===== src/rtl/alu_pkg.sv =====
`default_nettype none
// ============================================================================
//  Module   : alu_pkg
//  Purpose  : Shared definitions for the bit-serial ALU: ctrl_i operation
//             encodings, FSM state type, per-slice operation select and the
//             decoded control word with its decode helpers.
//  Ports    : none (package)
//  Revision : 1.0  initial release
// ============================================================================
package alu_pkg;

  // ctrl_i operation encodings
  localparam logic [3:0] CTRL_AND = 4'b0000;
  localparam logic [3:0] CTRL_OR  = 4'b0001;
  localparam logic [3:0] CTRL_ADD = 4'b0010;
  localparam logic [3:0] CTRL_SUB = 4'b0110;
  localparam logic [3:0] CTRL_SLT = 4'b0111;
  localparam logic [3:0] CTRL_NOR = 4'b1100;

  typedef enum logic [1:0] {
    ST_IDLE = 2'd0,
    ST_RUN  = 2'd1,
    ST_DONE = 2'd2
  } state_e;

  // Function applied inside one slice after the optional operand inversions
  typedef enum logic [1:0] {
    SOP_ZERO = 2'd0,
    SOP_AND  = 2'd1,
    SOP_OR   = 2'd2,
    SOP_ADD  = 2'd3
  } slice_op_e;

  typedef struct packed {
    slice_op_e op;
    logic      a_inv;
    logic      b_inv;
    logic      arith;   // carry out of the MSB is reported
    logic      slt;     // final result replaced by the signed less-than bit
  } ctrl_dec_t;

  // Undefined codes fall through to SOP_ZERO with no arithmetic flags,
  // which yields result 0 / zero 1 / cout 0 at normal latency.
  function automatic ctrl_dec_t decode_ctrl(input logic [3:0] ctrl);
    ctrl_dec_t d;
    d.op    = SOP_ZERO;
    d.a_inv = 1'b0;
    d.b_inv = 1'b0;
    d.arith = 1'b0;
    d.slt   = 1'b0;
    case (ctrl)
      CTRL_AND: d.op = SOP_AND;
      CTRL_OR:  d.op = SOP_OR;
      CTRL_ADD: begin
        d.op    = SOP_ADD;
        d.arith = 1'b1;
      end
      CTRL_SUB: begin
        d.op    = SOP_ADD;
        d.b_inv = 1'b1;
        d.arith = 1'b1;
      end
      CTRL_SLT: begin
        d.op    = SOP_ADD;
        d.b_inv = 1'b1;
        d.arith = 1'b1;
        d.slt   = 1'b1;
      end
      CTRL_NOR: begin
        d.op    = SOP_AND;
        d.a_inv = 1'b1;
        d.b_inv = 1'b1;
      end
      default: ;
    endcase
    return d;
  endfunction

  // Two's-complement subtraction starts with carry 1 (a + ~b + 1)
  function automatic logic carry_init(input logic [3:0] ctrl);
    return (ctrl == CTRL_SUB) || (ctrl == CTRL_SLT);
  endfunction

endpackage
`default_nettype wire


===== src/rtl/alu_slice.sv =====
`default_nettype none
// ============================================================================
//  Module   : alu_slice
//  Purpose  : Combinational SLICE-bit ALU slice used once per cycle by
//             alu_serial. Optionally inverts A and/or B, then applies AND,
//             OR or ADD (with carry-in), or drives zero.
//  Ports    : a_i, b_i      SLICE-bit operand slices
//             a_inv_i       invert A before the operation
//             b_inv_i       invert B before the operation
//             op_i          slice function select
//             cin_i         carry into bit 0 of the slice
//             res_o         slice result
//             cout_o        carry out of the slice MSB
//             msb_cin_o     carry into the slice MSB (for signed overflow)
//  Revision : 1.0  initial release
// ============================================================================
module alu_slice
  import alu_pkg::*;
#(
  parameter int SLICE = 4
) (
  input  logic [SLICE-1:0] a_i,
  input  logic [SLICE-1:0] b_i,
  input  logic             a_inv_i,
  input  logic             b_inv_i,
  input  slice_op_e        op_i,
  input  logic             cin_i,
  output logic [SLICE-1:0] res_o,
  output logic             cout_o,
  output logic             msb_cin_o
);

  logic [SLICE-1:0] a_w;
  logic [SLICE-1:0] b_w;
  logic [SLICE:0]   sum_w;

  always_comb begin
    a_w   = a_inv_i ? ~a_i : a_i;
    b_w   = b_inv_i ? ~b_i : b_i;
    sum_w = {1'b0, a_w} + {1'b0, b_w} + {{SLICE{1'b0}}, cin_i};
  end

  // Carry into the MSB recovered from the MSB sum bit: s = a ^ b ^ c
  assign cout_o    = sum_w[SLICE];
  assign msb_cin_o = a_w[SLICE-1] ^ b_w[SLICE-1] ^ sum_w[SLICE-1];

  always_comb begin
    res_o = '0;
    case (op_i)
      SOP_AND: res_o = a_w & b_w;
      SOP_OR:  res_o = a_w | b_w;
      SOP_ADD: res_o = sum_w[SLICE-1:0];
      default: res_o = '0;
    endcase
  end

endmodule
`default_nettype wire


===== src/rtl/alu_serial.sv =====
`default_nettype none
// ============================================================================
//  Module   : alu_serial
//  Purpose  : Bit-serial ALU. Operands are latched on accept and processed
//             SLICE bits per cycle, LSB slice first, through one alu_slice.
//             Result and flags are committed together when the last slice
//             completes and are held until the next accept.
//  Params   : WIDTH  operand/result width (multiple of SLICE)
//             SLICE  bits processed per cycle
//  Ports    : clk_i       clock, rising edge
//             rst_i       asynchronous reset, active low
//             start_i     request, accepted while ready_o = 1
//             ctrl_i      operation code (see alu_pkg)
//             src1_i      operand A, sampled at accept
//             src2_i      operand B, sampled at accept
//             ready_o     idle, start_i will be accepted
//             valid_o     one-cycle pulse when result/flags are fresh
//             result_o    result
//             zero_o      result_o == 0
//             cout_o      carry out of MSB for ADD/SUB/SLT, else 0
//             overflow_o  signed overflow of ADD/SUB (only with macro
//                         ALU_SERIAL_OVF_EN defined)
//  Config   : `define ALU_SERIAL_OVF_EN to add the overflow_o port
//  Revision : 1.0  initial release
// ============================================================================
module alu_serial
  import alu_pkg::*;
#(
  parameter int WIDTH = 32,
  parameter int SLICE = 4
) (
  input  logic             clk_i,
  input  logic             rst_i,
  input  logic             start_i,
  input  logic [3:0]       ctrl_i,
  input  logic [WIDTH-1:0] src1_i,
  input  logic [WIDTH-1:0] src2_i,
  output logic             ready_o,
  output logic             valid_o,
  output logic [WIDTH-1:0] result_o,
  output logic             zero_o,
  output logic             cout_o
`ifdef ALU_SERIAL_OVF_EN
  ,
  output logic             overflow_o
`endif
);

  localparam int NSLICE = WIDTH / SLICE;
  localparam int CNT_W  = (NSLICE > 1) ? $clog2(NSLICE) : 1;
  localparam logic [CNT_W-1:0] CNT_LAST = CNT_W'(NSLICE - 1);

  generate
    if ((SLICE < 1) || (WIDTH % SLICE != 0)) begin : g_bad_cfg
      $error("alu_serial: WIDTH must be a positive multiple of SLICE");
    end
  endgenerate

  state_e           state_q, state_d;
  logic [WIDTH-1:0] a_q, a_d;
  logic [WIDTH-1:0] b_q, b_d;
  logic [WIDTH-1:0] acc_q, acc_d;
  logic [WIDTH-1:0] result_q, result_d;
  logic [3:0]       ctrl_q, ctrl_d;
  logic [CNT_W-1:0] cnt_q, cnt_d;
  logic             carry_q, carry_d;
  logic             zero_q, zero_d;
  logic             cout_q, cout_d;
`ifdef ALU_SERIAL_OVF_EN
  logic             ovf_q, ovf_d;
`endif

  ctrl_dec_t        dec_w;
  logic [SLICE-1:0] slice_res_w;
  logic             slice_cout_w;
  logic             slice_msb_cin_w;
  logic             last_w;
  logic [WIDTH-1:0] acc_next_w;
  logic             ovf_w;
  logic             less_w;
  logic [WIDTH-1:0] res_final_w;

  assign dec_w  = decode_ctrl(ctrl_q);
  assign last_w = (cnt_q == CNT_LAST);

  // Operands are shifted right each RUN cycle, so slice k is always bits
  // [SLICE-1:0] of the shift registers.
  alu_slice #(
    .SLICE (SLICE)
  ) u_slice (
    .a_i       (a_q[SLICE-1:0]),
    .b_i       (b_q[SLICE-1:0]),
    .a_inv_i   (dec_w.a_inv),
    .b_inv_i   (dec_w.b_inv),
    .op_i      (dec_w.op),
    .cin_i     (carry_q),
    .res_o     (slice_res_w),
    .cout_o    (slice_cout_w),
    .msb_cin_o (slice_msb_cin_w)
  );

  // Slice results enter the accumulator at the top and shift down, so after
  // NSLICE cycles slice 0 sits in the LSBs.
  always_comb begin
    acc_next_w  = (acc_q >> SLICE) | (WIDTH'(slice_res_w) << (WIDTH - SLICE));
    // Meaningful only while the last slice is processed
    ovf_w       = slice_msb_cin_w ^ slice_cout_w;
    less_w      = acc_next_w[WIDTH-1] ^ ovf_w;
    res_final_w = dec_w.slt ? WIDTH'(less_w) : acc_next_w;
  end

  // ---------------------------------------------------------------- FSM
  always_ff @(posedge clk_i or negedge rst_i) begin
    if (!rst_i) begin
      state_q <= ST_IDLE;
    end else begin
      state_q <= state_d;
    end
  end

  always_comb begin
    state_d = state_q;
    case (state_q)
      ST_IDLE: if (start_i) state_d = ST_RUN;
      ST_RUN:  if (last_w)  state_d = ST_DONE;
      ST_DONE: state_d = ST_IDLE;
      default: state_d = ST_IDLE;
    endcase
  end

  always_comb begin
    ready_o = 1'b0;
    valid_o = 1'b0;
    case (state_q)
      ST_IDLE: ready_o = 1'b1;
      ST_DONE: valid_o = 1'b1;
      default: ;
    endcase
  end

  // ----------------------------------------------------------- datapath
  always_comb begin
    a_d      = a_q;
    b_d      = b_q;
    acc_d    = acc_q;
    result_d = result_q;
    ctrl_d   = ctrl_q;
    cnt_d    = cnt_q;
    carry_d  = carry_q;
    zero_d   = zero_q;
    cout_d   = cout_q;
`ifdef ALU_SERIAL_OVF_EN
    ovf_d    = ovf_q;
`endif
    case (state_q)
      ST_IDLE: begin
        if (start_i) begin
          a_d     = src1_i;
          b_d     = src2_i;
          ctrl_d  = ctrl_i;
          acc_d   = '0;
          cnt_d   = '0;
          carry_d = carry_init(ctrl_i);
        end
      end
      ST_RUN: begin
        a_d     = a_q >> SLICE;
        b_d     = b_q >> SLICE;
        acc_d   = acc_next_w;
        carry_d = slice_cout_w;
        cnt_d   = cnt_q + CNT_W'(1);
        if (last_w) begin
          result_d = res_final_w;
          zero_d   = (res_final_w == '0);
          cout_d   = dec_w.arith & slice_cout_w;
`ifdef ALU_SERIAL_OVF_EN
          ovf_d    = ((ctrl_q == CTRL_ADD) || (ctrl_q == CTRL_SUB)) & ovf_w;
`endif
        end
      end
      default: ;
    endcase
  end

  always_ff @(posedge clk_i or negedge rst_i) begin
    if (!rst_i) begin
      a_q      <= '0;
      b_q      <= '0;
      acc_q    <= '0;
      result_q <= '0;
      ctrl_q   <= '0;
      cnt_q    <= '0;
      carry_q  <= 1'b0;
      zero_q   <= 1'b1;
      cout_q   <= 1'b0;
`ifdef ALU_SERIAL_OVF_EN
      ovf_q    <= 1'b0;
`endif
    end else begin
      a_q      <= a_d;
      b_q      <= b_d;
      acc_q    <= acc_d;
      result_q <= result_d;
      ctrl_q   <= ctrl_d;
      cnt_q    <= cnt_d;
      carry_q  <= carry_d;
      zero_q   <= zero_d;
      cout_q   <= cout_d;
`ifdef ALU_SERIAL_OVF_EN
      ovf_q    <= ovf_d;
`endif
    end
  end

  assign result_o = result_q;
  assign zero_o   = zero_q;
  assign cout_o   = cout_q;
`ifdef ALU_SERIAL_OVF_EN
  assign overflow_o = ovf_q;
`endif

endmodule
`default_nettype wire


===== config.mk =====
export PLATFORM = sky130hd
export DESIGN_NAME = alu_serial
export DESIGN_NICKNAME = d
export VERILOG_FILES = /design/src/rtl/alu_pkg.sv /design/src/rtl/alu_slice.sv /design/src/rtl/alu_serial.sv
export SDC_FILE = /design/constraint.sdc
export NUM_CORES = 1
export LEC_CHECK = 0
export BUFFER_PORTS_ARGS = -buffer_cell sky130_fd_sc_hd__buf_2
export CAP_MARGIN = 15
export CORE_UTILIZATION = 30
export CTS_BUF_LIST = sky130_fd_sc_hd__clkbuf_4 sky130_fd_sc_hd__clkbuf_8 sky130_fd_sc_hd__clkbuf_16
export DETAILED_ROUTE_END_ITERATION = 8
export PLACE_DENSITY_LB_ADDON = 0.12
export SLEW_MARGIN = 10
export SYNTH_ARGS = -nofsm -noshare
export SYNTH_HDL_FRONTEND = slang
export SYNTH_SLANG_ARGS = --single-unit

===== constraint.sdc =====
create_clock -name clk_i -period 2.6 [get_ports clk_i]
set_clock_uncertainty 0.2 [all_clocks]
set_input_delay 0.26 -clock clk_i [delete_from_list [all_inputs] [get_ports clk_i]]
set_output_delay 0.26 -clock clk_i [all_outputs]
set_load 0.01 [all_outputs]

==> results of run 1 <==
state kept, by name (all words and copies together), names as in the netlist:
register	cells
cnt_q	3
ctrl_q	4
zero_o	1
a_q	32
acc_q	28
cout_o	1
state_q	2
b_q	32
carry_q	1
result_o	32
cell usage after synthesis, types with 2 or more instances:
| cell type | n |
|---|---|
| nand2_1 | 199 |
| nor4_1 | 7 |
| xnor2_1 | 4 |
| buf_2 | 13 |
| a21o_1 | 2 |
| ha_1 | 10 |
| and2_1 | 2 |
| o21ai_1 | 9 |
| nand3_1 | 14 |
| nor2b_1 | 3 |
| nor2_1 | 58 |
| xor2_1 | 6 |
| a22o_1 | 27 |
| a221oi_2 | 2 |
| nand4b_1 | 2 |
| buf_4 | 11 |
| dfrtp_1 | 135 |
| nand2b_1 | 3 |
| nor3_1 | 3 |
| inv_1 | 15 |
| nand3b_1 | 3 |
| fa_1 | 2 |
| a31oi_1 | 57 |
| o21ai_0 | 31 |
| clkbuf_1 | 26 |
| a21oi_1 | 6 |
logic make-up after synthesis:
kind of cell | after synthesis | share of synthesized area, %
flops | 136 | 54.7
simple gates | 304 | 20.4
compound gates | 145 | 15.8
mux | 1 | 0.161
xor+xnor | 10 | 1.41
buf+inv | 65 | 4.84
fa+ha+maj | 12 | 2.65
worst reg2reg max path, delay by kind of cell, from the launching register on:
kind	cells	cell delay [ns]
flip-flops	1	0.40
adder cells (fa/ha/maj)	2	0.80
AO/OA/AOI/OAI	5	0.72
buffers and inverters	3	0.27
AND/OR/NAND/NOR	1	0.23
XOR/XNOR	1	0.16
metrics by stage:
step,utilization (%),total power (uW),instances
floorplan,-,6820,673
global placement,35.4,8250,1032
detailed placement,35.4,8370,1032
CTS,42.3,11200,1140
global route,43.0,12300,1143
finish,43.0,11500,1143
power breakdown:
part           switching [uW]  internal [uW]  leakage, uW
logic                    2840           2380      0.00209
registers                 705           3100      0.00168
clock network             996           1460     0.000290
cell type report:
type                    instances  area share, %
well taps                     270           3.87
multi-input cells             472           31.1
flip-flops and latches        136           39.0
clock inverters                14           1.89
clock buffers                  18           5.03
repair buffers                218           18.5
inverters                      15          0.645
repair_timing:
action / CTS / global route
endpoints found under the hold margin: 152 / 0
pin swaps: 9 / 14
buffers inserted: 7 / 4
hold buffers: 69 / 0
setup endpoints to repair: 10 / 12
gates resized for setup: 11 / 20
layer usage:
| layer | up-vias | global-route usage [%] | wire length [microns] |
|---|---|---|---|
| met3 | 18 | 3.41 | 601 |
| met5 | - | 0 | 0 |
| met1 | 2572 | 21.7 | 8100 |
| met4 | 0 | 5.26 | 217 |
| li1 | 2679 | - | - |
| met2 | 112 | 25.7 | 7780 |
worst max path at each step:
stage	start	endpoint
5_1_grt	ctrl_q[1]	zero_o
3_3_place_gp	ctrl_q[1]	zero_o
4_1_cts	ctrl_q[1]	zero_o
2_1_floorplan	ctrl_q[3]	zero_o
3_5_place_dp	ctrl_q[3]	zero_o
6_report	ctrl_q[1]	zero_o
==> results.json, run 1 <==
{
  "hold_ws_ns": 0.131,
  "synth_area_sq_um": 6230,
  "min_period_over_period_pct": 110,
  "rrSetupSlack_ns": -0.25,
  "status": "complete, but fails checks",
  "vias": 5381,
  "cp_top_family": "adder cells",
  "drive_gt1_share_pct": 25.1,
  "dr.first_iter.drc_count": 305,
  "cts.path.max_buffers": 2,
  "synth_edf_count": 0,
  "slew-limit-headroom_pct": 58.2,
  "postSynthAreaPerCell_sq_um": 9.25,
  "core-area_sq_um": 20300,
  "nets": 943,
  "antenna_cells": 0,
  "holdCritPathClass": "input pin to flip-flop",
  "dp_slack_ns": -0.293,
  "cts_tree": "built",
  "synth_cell_type_count": 49,
  "arrival_ns": 3.00,
  "drv_cap": 0,
  "fmax_mhz": 351,
  "antenna_found_initial": 0,
  "cp_num_cells": 12,
  "rr_worst_depth": 12,
  "grt_overflow": 0,
  "place_congestion": 0.853,
  "cts_htree_levels": 4,
  "drc": 0,
  "final_cell_mix": "nand2_1 (198), dfrtp_1 (135), buf_2 (105)",
  "synth_nets": 756,
  "first_pass_iters": 4,
  "setup_tns_ns": -1.47,
  "ir_worst_vdd_mv": 0.536,
  "ioPinCount": 107,
  "synth-seq-cells": 136,
  "path_max_fanout": 3,
  "rows": 52,
  "synth_top_area_share_pct": 54.2,
  "fp.dieH_microns": 146,
  "routedWlPerCell_microns": 14.6,
  "worstMarginPinSlew_ns": 0.625,
  "ff_latch_area_sq_um": 3400,
  "synth_area_leaders": "dfrtp_1 (54%), nand2_1 (12%), a31oi_1 (5.7%)",
  "fill_cells": 2031,
  "crit_chain": "buf_6, nor3b_4, o21ai_4, xnor2_2, inv_2, fa_2, inv_2, fa_2, a31oi_1, o2bb2a_4, a41oi_2, o21ai_1",
  "placed_area_sq_um": 7180,
  "endpoint_kind": "flip-flop",
  "crit_buf_inv": 3,
  "setup_viol": 8,
  "die_area_sq_um": 21300,
  "clockRootBuffer": "clkbuf_16",
  "rr_endpoint": "zero_o",
  "reg2reg_from": "ctrl_q[1]",
  "required_ns": 2.75,
  "cp_slowest_stage_delay_ns": 0.43,
  "ant_nets": 0,
  "min_period_ns": 2.85,
  "start_util_pct": 30.7,
  "clock_sinks": 136,
  "synth_cells": 673,
  "hold_depth": 3,
  "violations": "negative setup slack",
  "synth_top_cell_by_area": "dfrtp_1",
  "async_flop_share_pct": 100,
  "holdPathEnd": "state_q[0]",
  "io_buffers": 106,
  "start_kind": "flip-flop",
  "syn_to_final_growth_pct": 40.2,
  "grt_pass1_vias": 5415,
  "grt_first_pass_wirelength_microns": 27400,
  "dpl.hpwl_microns": 10900,
  "cpMaxStageDelayCell": "fa_2",
  "worstSkewPairLatency_ns": 0.42,
  "rsz0062_at_grt": "true",
  "seq_area_frac_synth_pct": 54.7,
  "die_width_microns": 146,
  "fin_ws_ns": -0.252,
  "critPathKind": "flip-flop to flip-flop",
  "grtUsageTotal_pct": 16.1,
  "synth_top_flop_cell": "dfrtp_1",
  "avgViaCountPerCell": 4.71,
  "clkTransAtPathRegs_ns": 0.06,
  "final_common_cell": "nand2_1",
  "hold_viol": 0,
  "drv_slew": 0,
  "hp-start": "start_i",
  "multi_input_area_sq_um": 2720,
  "routed_wl_microns": 16700,
  "grt_max_degree": 69,
  "powerDensity_nw_per_um2": 1310,
  "p_leak_uw": 0.00405,
  "yosysWarningCount": 0,
  "finalInstanceArea_sq_um": 8730,
  "cts_buffers": 17
}
(Power assumes the default switching activity.)
==> run 2, diff against run 1 <==
--- a/config.mk
+++ b/config.mk
@@ -14,4 +14,5 @@
 export SLEW_MARGIN = 10
 export SYNTH_ARGS = -nofsm -noshare
 export SYNTH_HDL_FRONTEND = slang
+export SYNTH_HIERARCHICAL = 1
 export SYNTH_SLANG_ARGS = --single-unit
==> run 2 against run 1 <==
  * The run still ends with negative setup slack left
  * Sequential cell count did not move
  * Non-clock buffer count grew 9
  * Sequential power barely moved
  * Total power is 5.8% higher
  * Synthesized area grew 1.8%
  * Synthesized cell count rose by 8.2%
  * First-iteration DRC count shrank 12%
  * Clock power is 8.5% higher
  * Cell area increased by 2.4%
  * Critical path type unchanged
==> results.json, run 2 <==
{
  "status": "complete, but fails checks",
  "violations": "negative setup slack",
  "synth_area_leaders": "dfrtp_1 (53%), nand2_1 (16%), o21ai_0 (5.2%)",
  "grt_first_pass_wirelength_microns": 27800,
  "critPathKind": "flip-flop to flip-flop",
  "required_ns": 2.75,
  "antenna_found_initial": 0,
  "powerDensity_nw_per_um2": 1360,
  "cts.path.max_buffers": 2,
  "drive_gt1_share_pct": 26.3,
  "place_congestion": 0.763,
  "setup_tns_ns": -2.12,
  "first_pass_iters": 4,
  "synth_top_flop_cell": "dfrtp_1",
  "worstSkewPairLatency_ns": 0.42,
  "synth_top_area_share_pct": 53.3,
  "drv_slew": 0,
  "postSynthAreaPerCell_sq_um": 8.71,
  "yosysWarningCount": 6,
  "clkTransAtPathRegs_ns": 0.06,
  "grtUsageTotal_pct": 16.0,
  "synth_cell_type_count": 43,
  "seq_area_frac_synth_pct": 53.7,
  "antenna_cells": 0,
  "ant_nets": 0,
  "fmax_mhz": 319,
  "maxUsedRoutingLayer": "met4",
  "routedWlPerCell_microns": 13.5,
  "final_common_cell": "nand2_1",
  "p_leak_uw": 0.00423,
  "grt_overflow": 0,
  "cts_tree": "built",
  "wl_met1_microns": 7490,
  "die_area_sq_um": 21700,
  "synth-seq-cells": 136,
  "ir_worst_vdd_mv": 0.635,
  "synth_top_cell_by_area": "dfrtp_1",
  "vias": 5548,
  "cts_htree_levels": 4,
  "arrival_ns": 3.28,
  "start_util_pct": 30.9,
  "slew-limit-headroom_pct": 65.2,
  "holdCritPathClass": "input pin to async pin",
  "wl_met3_microns": 659,
  "cts_buffers": 17,
  "yosysMostFrequentCell": "nand2_1",
  "wl_met2_microns": 7820,
  "hold_viol": 0,
  "core-area_sq_um": 20500,
  "min_period_over_period_pct": 120,
  "synth_common_cells": "nand2_1 (264), dfrtp_1 (135), o21ai_0 (66)",
  "stdcell_count": 1206,
  "io_buffers": 106,
  "dpl.hpwl_microns": 10800,
  "clockRootBuffer": "clkbuf_16",
  "routed_wl_microns": 16200,
  "async_flop_share_pct": 100,
  "endpoint_kind": "flip-flop",
  "syn_to_final_growth_pct": 41.1,
  "worstMarginPinSlew_ns": 0.522,
  "synth_area_sq_um": 6340,
  "nets": 1007,
  "die_width_microns": 147,
  "rsz0062_at_grt": "true",
  "drv_cap": 0,
  "synth_cells": 728,
  "ioPinCount": 107,
  "rrSetupSlack_ns": -0.53,
  "fin_ws_ns": -0.532,
  "setup_viol": 12,
  "grt_max_degree": 58,
  "final_cell_mix": "nand2_1 (256), dfrtp_1 (135), buf_2 (105)",
  "min_period_ns": 3.13,
  "grt_pass1_vias": 5713,
  "synth_nets": 811,
  "dr.first_iter.drc_count": 268,
  "placedCellCount": 1093,
  "drc": 0,
  "fp.dieH_microns": 147,
  "start_kind": "flip-flop",
  "rows": 52,
  "avgViaCountPerCell": 4.60,
  "synth_edf_count": 0,
  "clock_sinks": 136,
  "path_max_fanout": 4
}
-- run 2: worst max-delay path, stage by stage, from the launching register on --
cell	delay (ns)
dfrtp_1	0.42
nor2b_4	0.13
nor2b_4	0.16
o21a_4	0.20
xor2_4	0.18
fa_2	0.24
inv_2	0.04
fa_2	0.34
nor2b_1	0.14
o21ai_1	0.07
nand2b_1	0.09
xnor3_1	0.41
nor3b_1	0.16
a211o_1	0.28
-- run 2: routing by layer --
layer | vias up | track usage, %
met5 | - | 0
met4 | 0 | 5.26
met3 | 19 | 3.94
met2 | 105 | 26.6
met1 | 2627 | 20.3
li1 | 2797 | -
-- run 2: power by group --
group	internal [uW]	switching (uW)	total (uW)
Sequential	3110	680	3790
Combinational	2670	3020	5690
Clock	1740	924	2670
Total	7520	4620	12100
-- run 2: final cells by class --
| cell class | count | area (sq um) |
|---|---|---|
| Clock inverter | 12 | 199 |
| Timing Repair Buffer | 227 | 1700 |
| Tap cell | 270 | 338 |
| Multi-Input combinational cell | 532 | 2810 |
| Sequential cell | 136 | 3400 |
| Clock buffer | 19 | 453 |
| Inverter | 10 | 37.5 |
| Fill cell | 2067 | 11600 |
-- run 2: kinds of logic (layout without fill, tap and decap cells) --
group | count (synthesis) | count (layout) | synth area share (%)
AO/OA/AOI/OAI | 135 | 135 | 13.0
XOR/XNOR | 12 | 12 | 1.88
adder cells (fa/ha/maj) | 12 | 12 | 2.61
AND/OR/NAND/NOR | 371 | 371 | 23.8
multiplexers | 2 | 2 | 0.415
buffers and inverters | 60 | 268 | 4.64
flip-flops | 136 | 136 | 53.7
-- run 2: repair_timing --
action,CTS,global route
gates resized for setup,21,16
hold buffers,69,0
endpoints found under the setup margin,12,12
endpoints found under the hold margin,117,0
setup buffers,12,5
pin swaps,8,7
-- run 2: worst paths after layout --
path	startpoint	to	cells past startpoint
worst max-delay path	ctrl_q[1]	zero_o	13
worst min-delay path	rst_i	result_o[9]	2
worst max register to register	ctrl_q[1]	zero_o	13
worst min register to register	result_o[15]	result_o[15]	2
max in group asynchronous	rst_i	a_q[15]	3
min in group clk_i	start_i	b_q[30]	4
-- run 2: stage by stage --
step	area [sq um]	power [uW]	hold WS, ns	worst slack (ns)	utilization (%)
floorplan	6370	7080	-0.236	-0.467	-
global placement	7370	8790	0.0264	-0.506	36.0
global route	8940	13200	0.174	-0.716	43.6
CTS	8870	12200	0.151	-0.529	43.3
detailed placement	7370	8920	0.0311	-0.611	36.0
finish	8940	12100	0.137	-0.532	43.6
